--- src/rtl/regfile_dump_reader_pkg.sv ---
// Shared definitions for the register-file dump reader.
// State encoding, byte geometry and byte-stream handshake levels.
package regfile_dump_reader_pkg;

    localparam int DBG_NB_BYTE = 8;
    localparam int DBG_NB_DATA = 32;
    localparam int DBG_BYTES_PER_WORD = DBG_NB_DATA / DBG_NB_BYTE;

    localparam logic [1:0] ST_IDLE = 2'd0;
    localparam logic [1:0] ST_READ = 2'd1;
    localparam logic [1:0] ST_SEND = 2'd2;
    localparam logic [1:0] ST_DONE = 2'd3;

    localparam logic TX_VALID_ON  = 1'b1;
    localparam logic TX_VALID_OFF = 1'b0;

endpackage

--- src/rtl/regfile_dump_reader_if.sv ---
// Byte-stream valid/ready link toward the debug UART TX.
// The master presents bytes; the slave accepts them.
interface regfile_dump_reader_if
    import regfile_dump_reader_pkg::*;
#(
    parameter int NB_BYTE = DBG_NB_BYTE
);

    logic [NB_BYTE-1:0] tx_data;
    logic               tx_valid;
    logic               tx_ready;

    modport master (
        output tx_data,
        output tx_valid,
        input  tx_ready
    );

    modport slave (
        input  tx_data,
        input  tx_valid,
        output tx_ready
    );

endinterface

--- src/rtl/regfile_dump_reader_word_byte_serializer.sv ---
// Latches one register word and emits it MSB byte first.
// Flags the cycle in which the final byte of the word is accepted.
module word_byte_serializer
    import regfile_dump_reader_pkg::*;
#(
    parameter int NB_DATA = DBG_NB_DATA,
    parameter int NB_BYTE = DBG_NB_BYTE
) (
    input  logic               clk,
    input  logic               rst,
    input  logic               clear,
    input  logic               load,
    input  logic [NB_DATA-1:0] word,
    regfile_dump_reader_if.master tx,
    output logic               last_accept
);

    localparam int N_BYTES = NB_DATA / NB_BYTE;
    localparam int NB_CNT  = (N_BYTES > 1) ? $clog2(N_BYTES) : 1;
    localparam logic [NB_CNT-1:0] LAST_CNT = NB_CNT'(N_BYTES - 1);

    logic [NB_DATA-1:0] word_q;
    logic [NB_DATA-1:0] shifted;
    logic [NB_CNT-1:0]  cnt;
    logic               valid;
    logic               accept;

    assign accept      = valid && tx.tx_ready;
    assign last_accept = accept && (cnt == LAST_CNT);

    // Selected byte is moved to the top so the MSB slice is always used.
    assign shifted = word_q << (cnt * NB_BYTE);

    assign tx.tx_valid = valid;
    assign tx.tx_data  = valid ? shifted[NB_DATA-1 -: NB_BYTE] : '0;

    // Word latch, byte counter and valid flag; held steady until accepted.
    always_ff @(posedge clk) begin
        if (rst || clear) begin
            word_q <= '0;
            cnt    <= '0;
            valid  <= TX_VALID_OFF;
        end else if (load) begin
            word_q <= word;
            cnt    <= '0;
            valid  <= TX_VALID_ON;
        end else if (accept) begin
            if (cnt == LAST_CNT) begin
                valid <= TX_VALID_OFF;
            end else begin
                cnt <= cnt + NB_CNT'(1);
            end
        end
    end

endmodule

--- src/rtl/regfile_dump_reader.sv ---
// Walks r0..r(N_REGS-1) through the async read port and streams
// each word as bytes to the debug UART TX.
module regfile_dump_reader
    import regfile_dump_reader_pkg::*;
#(
    parameter int NB_DATA = DBG_NB_DATA,
    parameter int N_REGS  = 32,
    parameter int NB_ADDR = 5,
    parameter int NB_BYTE = DBG_NB_BYTE
) (
    input  logic               clk,
    input  logic               rst,
    input  logic               i_start,
    output logic [NB_ADDR-1:0] o_rd_addr,
    input  logic [NB_DATA-1:0] i_rd_data,
    regfile_dump_reader_if.master tx,
    output logic               o_busy,
    output logic               o_done
);

    // One extra index bit keeps the last-register compare from wrapping.
    localparam logic [NB_ADDR:0] LAST_IDX = (NB_ADDR + 1)'(N_REGS - 1);

    logic [1:0]       state;
    logic [NB_ADDR:0] idx;
    logic             last_accept;

    assign o_busy    = (state != ST_IDLE);
    assign o_done    = (state == ST_DONE);
    assign o_rd_addr = (state == ST_IDLE) ? '0 : idx[NB_ADDR-1:0];

    word_byte_serializer #(
        .NB_DATA (NB_DATA),
        .NB_BYTE (NB_BYTE)
    ) u_ser (
        .clk         (clk),
        .rst         (rst),
        .clear       (state == ST_IDLE),
        .load        (state == ST_READ),
        .word        (i_rd_data),
        .tx          (tx),
        .last_accept (last_accept)
    );

    // Dump sequencing: read a word, send its bytes, advance or finish.
    always_ff @(posedge clk) begin
        if (rst) begin
            state <= ST_IDLE;
            idx   <= '0;
        end else begin
            case (state)
                ST_IDLE: begin
                    idx <= '0;
                    if (i_start) begin
                        state <= ST_READ;
                    end
                end
                ST_READ: begin
                    state <= ST_SEND;
                end
                ST_SEND: begin
                    if (last_accept) begin
                        if (idx == LAST_IDX) begin
                            state <= ST_DONE;
                        end else begin
                            idx   <= idx + (NB_ADDR + 1)'(1);
                            state <= ST_READ;
                        end
                    end
                end
                default: begin
                    state <= ST_IDLE;
                end
            endcase
        end
    end

endmodule
--- src/flat_wrapper.sv ---
// flat-port wrapper written by rule: the top's interface ports become plain ports
module regfile_dump_reader_flat import regfile_dump_reader_pkg::*;
#(
    parameter int NB_DATA = DBG_NB_DATA,
    parameter int N_REGS  = 32,
    parameter int NB_ADDR = 5,
    parameter int NB_BYTE = DBG_NB_BYTE
)
  (clk, rst, i_start, o_rd_addr, i_rd_data, o_busy, o_done, tx_tx_data, tx_tx_valid, tx_tx_ready);
  regfile_dump_reader_if #(.NB_BYTE(NB_BYTE)) tx_i ();
  input  logic clk;
  input  logic rst;
  input  logic i_start;
  output logic [NB_ADDR-1:0] o_rd_addr;
  input  logic [NB_DATA-1:0] i_rd_data;
  output logic o_busy;
  output logic o_done;
  output wire logic [$bits(tx_i.tx_data)-1:0] tx_tx_data;
  output wire logic [$bits(tx_i.tx_valid)-1:0] tx_tx_valid;
  input wire logic [$bits(tx_i.tx_ready)-1:0] tx_tx_ready;
  assign tx_tx_data = tx_i.tx_data;
  assign tx_tx_valid = tx_i.tx_valid;
  assign tx_i.tx_ready = tx_tx_ready;
  regfile_dump_reader #(.NB_DATA(NB_DATA), .N_REGS(N_REGS), .NB_ADDR(NB_ADDR), .NB_BYTE(NB_BYTE)) u_core (.clk(clk), .rst(rst), .i_start(i_start), .o_rd_addr(o_rd_addr), .i_rd_data(i_rd_data), .tx(tx_i), .o_busy(o_busy), .o_done(o_done));
endmodule
--- config.mk ---
export PLATFORM = sky130hd
export DESIGN_NAME = regfile_dump_reader_flat
export DESIGN_NICKNAME = d
export VERILOG_FILES = /design/src/rtl/regfile_dump_reader_pkg.sv /design/src/rtl/regfile_dump_reader_if.sv /design/src/rtl/regfile_dump_reader_word_byte_serializer.sv /design/src/rtl/regfile_dump_reader.sv /design/src/flat_wrapper.sv
export SDC_FILE = /design/constraint.sdc
export NUM_CORES = 1
export LEC_CHECK = 0
export BUFFER_PORTS_ARGS = -buffer_cell sky130_fd_sc_hd__buf_2
export CORE_MARGIN = 1.5
export CORE_UTILIZATION = 35
export DETAILED_ROUTE_END_ITERATION = 16
export PLACE_DENSITY = 0.61
export SETUP_SLACK_MARGIN = 0.1
export SLEW_MARGIN = 40
export SYNTH_ARGS = -nofsm -noshare
export SYNTH_HDL_FRONTEND = slang
export SYNTH_SLANG_ARGS = --single-unit
export TNS_END_PERCENT = 100
--- constraint.sdc ---
create_clock -name clk -period 2.7 [get_ports clk]
set_input_delay 0.27 -clock clk [delete_from_list [all_inputs] [get_ports clk]]
set_output_delay 0.27 -clock clk [all_outputs]
set_load 0.005 [all_outputs]
Yosys cells after proc, flatten, opt, wreduce, memory -nomap -nowiden
Cells that the tools add are included. W data, S select, Z words.

Register bits: 43. Logic and storage cells: 42.

Add/sub/neg operators: 2. Eq/ne operators: 8. Shifts and indexed selects: 1. Mux-type cells: 12. Bitwise logic cells: 1. Reduce and logical (&&, ||, !) cells: 13.

Operators with widths (count): $shl A32 B5 Y32 (1); $mux W6 (2); $pmux W6 S2 (1); $mux W8 (1); $reduce_bool A2 Y1 (4); $add A6 B1 Y6 const B (1); $eq A2 B2 Y1 const B (3); $eq A6 B5 Y1 const B (1); $mux W2 (3); $pmux W2 S3 (1); $reduce_and A2 Y1 (3); $mux W5 (1); $ne A2 B2 Y1 const B (2); $mux W1 (3); $reduce_and A3 Y1 (1); $add A2 B1 Y2 const B (1); $eq A2 B1 Y1 const B (1); $logic_and A1 B1 Y1 (2); $logic_not A2 Y1 (1); $ne A2 B1 Y1 const B (1); $reduce_or A2 Y1 (1); $logic_or A1 B1 Y1 (1); $not A1 Y1 (1).

Longest topological paths before layout
Word-level depth: 4. Depth in mapped cells: 5. Depth with buffers taken out: 5.

Modules after synthesis
Synthesis repeated with hierarchy kept, for this count alone.

Cells, all modules: 210. Area total of the unflattened synthesis: 2087.0 um^2.

Modules (own cells, without submodules): word_byte_serializer (times used 1, cells an instance 148, area an instance 1582.8 um^2, seq. area each 700.7 um^2); regfile_dump_reader (times used 1, cells an instance 62, area an instance 504.2 um^2, seq. area each 160.2 um^2).

Least setup slack after synthesis
Ideal clock, no wire load.

Kind: reg2reg. From: register u_core.idx[0]. To: register u_core.idx[3]. Arrival time: 1.455 ns. Data required time: 2.626 ns. Slack: 1.170 ns. Stages on the path, launching flop included: 6. Path buffers: 0. Cells stage by stage: dfxtp_1 -> ha_1 -> nand4_1 -> o21ai_4 -> or4_1 -> a31oi_1.

Longest elaborated chain between the ends: 4.

Ends and longest elaborated chain: start: declaration (line regfile_dump_reader.sv:25) `logic [NB_ADDR:0] idx;`; start signal: assignment (line regfile_dump_reader.sv:66) `idx <= idx + (NB_ADDR + 1)'(1);`; $add A6 B1 Y6 (line regfile_dump_reader.sv:66); $mux W6 (line regfile_dump_reader.sv:63) `if (idx == LAST_IDX) begin`; $mux W6 (line regfile_dump_reader.sv:62) `if (last_accept) begin`; $pmux W6 S2 (line regfile_dump_reader.sv:51) `case (state)`.

Several ways; a longest one is shown, not always the timed one. The select of a mux whose other input is x is not followed. A chain may end at the register's enable or synchronous reset.

Worst setup path in the final report
From: register u_core.u_ser.cnt[1]. To: output tx_tx_data[3].

Longest elaborated chain between the ends: 2.

Ends and longest elaborated chain: start: declaration (line regfile_dump_reader_word_byte_serializer.sv:24) `logic [NB_CNT-1:0] cnt;`; start signal: assignment (line regfile_dump_reader_word_byte_serializer.sv:51) `cnt <= cnt + NB_CNT'(1);`; $shl A32 B5 Y32 (line regfile_dump_reader_word_byte_serializer.sv:32) `assign shifted = word_q << (cnt * NB_BYTE);`; $mux W8 (line regfile_dump_reader_word_byte_serializer.sv:35) `assign tx.tx_data = valid ? shifted[NB_DATA-1 -: NB_BYTE] : '0;`; end: declaration (line flat_wrapper.sv:18) `output wire logic [$bits(tx_i.tx_data)-1:0] tx_tx_data;`.

No other way between the ends.

==> reports/results.ini <==
[synth]
synthMostInstantiatedCell = sky130_fd_sc_hd__nor2_1
synth.avg_cell_area_um2 = 8.83
cell_count_after_synthesis = 221
number_of_enable_flip_flop_cells_after_synthesis = 0
synth_sequential_area_ratio = 0.441
synthArstFlopShare = 0
synth.cell_area_um2 = 1950
mappedNetlistNets = 259
synth.top_cells.by_area = sky130_fd_sc_hd__dfxtp_1 44%, sky130_fd_sc_hd__mux4_2 9.2%, sky130_fd_sc_hd__nor2_1 9.2%
synth_top_cell_by_area = sky130_fd_sc_hd__dfxtp_1
synth.top_cell.area_share = 0.441
synth_ff_type = sky130_fd_sc_hd__dfxtp_1
synthesis.yosys.warnings = 0
synthTopCellsByCount = 48 x sky130_fd_sc_hd__nor2_1, 43 x sky130_fd_sc_hd__dfxtp_1, 21 x sky130_fd_sc_hd__a22oi_1, 18 x sky130_fd_sc_hd__nand2_1, 15 x sky130_fd_sc_hd__clkbuf_1
synth_seq_cells = 43
synth_cell_type_count = 33

[timing]
slew_viol_final = 0
max_freq_ghz = 0.483
setup-tns-final_ns = 0
unrepaired_setup_endpoints_after_global_routing = false
timing_worst_slew_pin_value_ns = 0.767
timing.final.crit_period_ns = 2.07
slew-limit-headroom = 0.489
setup_viol = 0
finClkSkew_ns = 0.00308
hold_viol_final = 0
fin_crit_sh = 0.767

[power_and_ir_drop]
leakage_nw = 0.955
peak_vdd_ir_v = 0.000295
power-per-cell-area_nw_per_um2 = 500

[cells_and_area]
post-route-cell-area_um2 = 2350
final-seq-area_um2 = 863
multi_input_combinational_cell_area_um2 = 1020
nFillCells = 564
antenna_cells = 0
areaGrowthSynthToFinish_pct = 20.3
layout-drive-gt1-share = 0.281
num-nets-final = 304

[worst_hold_path]
min_path_cells = 3
hold_path_class = in -> reg
hp-start = i_rd_data[13]
hold_path_end = u_core.u_ser.word_q[13]

[place]
port_buffer_count = 51
placedInstanceArea_um2 = 2270
dp.final_hpwl_um = 3100
final_estimated_routing_congestion_in_global_placement = 0.723

[die]
initial_core_util = 0.359
placement_rows = 27
die-width_um = 77.7
design.core.area_um2 = 5440
floorplan.io_pins = 52
die_area_um2 = 6030
die_height_um = 77.7

[clocking]
clock_sink_count = 43
cts_buffers = 5
cts.reportedPaths.clkPinSlew_ns = 0.08
post-cts-setup-buffers = 0
insertion_delay_ns = 0.29
h_tree_depth = 2
tritoncts = yes
post_cts_hold_buffer_count = 0
post_cts_resized = 0
clock_tree.buffer_depth = 2
buffer_cell_driving_the_clock_tree_root = sky130_fd_sc_hd__clkbuf_8

[status]
run_status = finished, final reports clean

[grt]
first_global_vias = 1653
global_route.overflow_total = 0
grt_pass1_wl_um = 7910
antenna_found_initial = 0
grt_start_max_net_pins = 53
gr-usage-all-layers = 0.165

[routing]
initialDrtViolationCount = 143
wl_per_cell_um = 13.8
remaining_drc_errors = 0
num_vias = 1729
first_pass_iters = 5
detail_route.vias_per_cell = 5.10
routed_wirelength_um = 4660
final_antenna_net_count = 0

[critical_path]
cp.required_ns = 2.43
critPathMaxFanout = 6
reg2reg_to = u_core.idx[3]
cp-start-kind = flip-flop
crit_path_category = reg -> out
worstReg2RegStart = u_core.u_ser.cnt[1]
reg2reg_setup_slack_ns = 0.87
worstPathArrival_ns = 1.80
r2r_cells = 5
worstSetupEndpointType = output pin

[run]
cap_viol_max_count = 0

[registers in the layout (all words and copies together), names as in the netlist]
| register | count |
|---|---|
| u_core.idx | 6 |
| u_core.state | 2 |
| u_core.u_ser.cnt | 2 |
| u_core.u_ser.tx.tx_valid | 1 |
| u_core.u_ser.word_q | 32 |
[per-layer routing]
layer / share of wire / vias to the layer above / global-route usage / wire, um
li1: - / 868 / - / -
met1: 0.48 / 809 / 0.226 / 2240
met2: 0.47 / 48 / 0.258 / 2180
met3: 0.045 / 4 / 0.0412 / 210
met4: 0.0064 / 0 / 0.0436 / 30
met5: 0 / - / 0 / 0
[worst max-delay path by stage]
stage | startpoint | end | cells past startpoint
2_1_floorplan | u_core.idx[0] | u_core.idx[3] | 5
3_3_place_gp | u_core.u_ser.cnt[1] | u_core.idx[3] | 5
3_5_place_dp | u_core.u_ser.cnt[1] | u_core.idx[5] | 5
4_1_cts | u_core.u_ser.cnt[1] | tx_tx_data[0] | 4
5_1_grt | u_core.u_ser.cnt[1] | tx_tx_data[4] | 4
6_report | u_core.u_ser.cnt[1] | tx_tx_data[3] | 4
[stage by stage]
step                      hold WS (ns)  worst slack, ns   util  cells  power [W]
after floorplan                  0.414             1.17      -    221   0.000748
after global placement           0.467            0.911  0.417    331   0.000798
after detailed placement         0.487            0.850  0.417    331   0.000799
after CTS                        0.203            0.585  0.432    339    0.00119
after global routing             0.206            0.499  0.432    339    0.00123
final                            0.209            0.630  0.432    339    0.00117
[report_power, final]
group          leakage (nW)  internal, W  switching, W
combinational         0.564    0.0000491     0.0000641
clock                0.0422     0.000182      0.000209
sequential            0.349     0.000651     0.0000186
total                 0.955     0.000882      0.000291
[cells by family after synthesis]
group | after synthesis | share of synthesized area
xor gates and xnor gates | 1 | 0.00449
AOI/OAI and AO/OA | 45 | 0.160
DFF | 43 | 0.441
adders and majority gates | 2 | 0.0128
and+or+nand+nor | 101 | 0.242
muxes | 10 | 0.103
buffers and inverters | 19 | 0.0378
[placed cells by master, fill, tap and decap left out, drive strengths merged]
master	n
nor2	48
nand2	18
a22oi	21
a21oi	12
inv	1
clkbuf	7
or4b	1
nand3	5
nor2b	7
nand3b	2
clkinv	1
nor3	2
a211oi	1
buf	56
mux2i	2
o32ai	1
and2	9
a221oi	1
and3	2
o2111ai	1
a31oi	5
or3	1
ha	2
o21ai	2
nand4	2
or4	1
mux4	8
xor2	1
o211ai	1
dfxtp	43
nand2b	3
[worst max-delay path, cell delays in order (launching register included)]
cell,delay [ns]
sky130_fd_sc_hd__dfxtp_1,0.49
sky130_fd_sc_hd__buf_4,0.23
sky130_fd_sc_hd__mux4_2,0.51
sky130_fd_sc_hd__and2_1,0.16
sky130_fd_sc_hd__buf_2,0.12
[layout make-up]
type,instances,area share
inverters,1,0.00160
clock buffers,7,0.0325
clock inverters,1,0.00213
repair buffers,56,0.125
well taps,72,0.0384
flip-flops and latches,43,0.368
multi-input cells,159,0.433
Note: power is estimated with default switching activity, not from simulation.
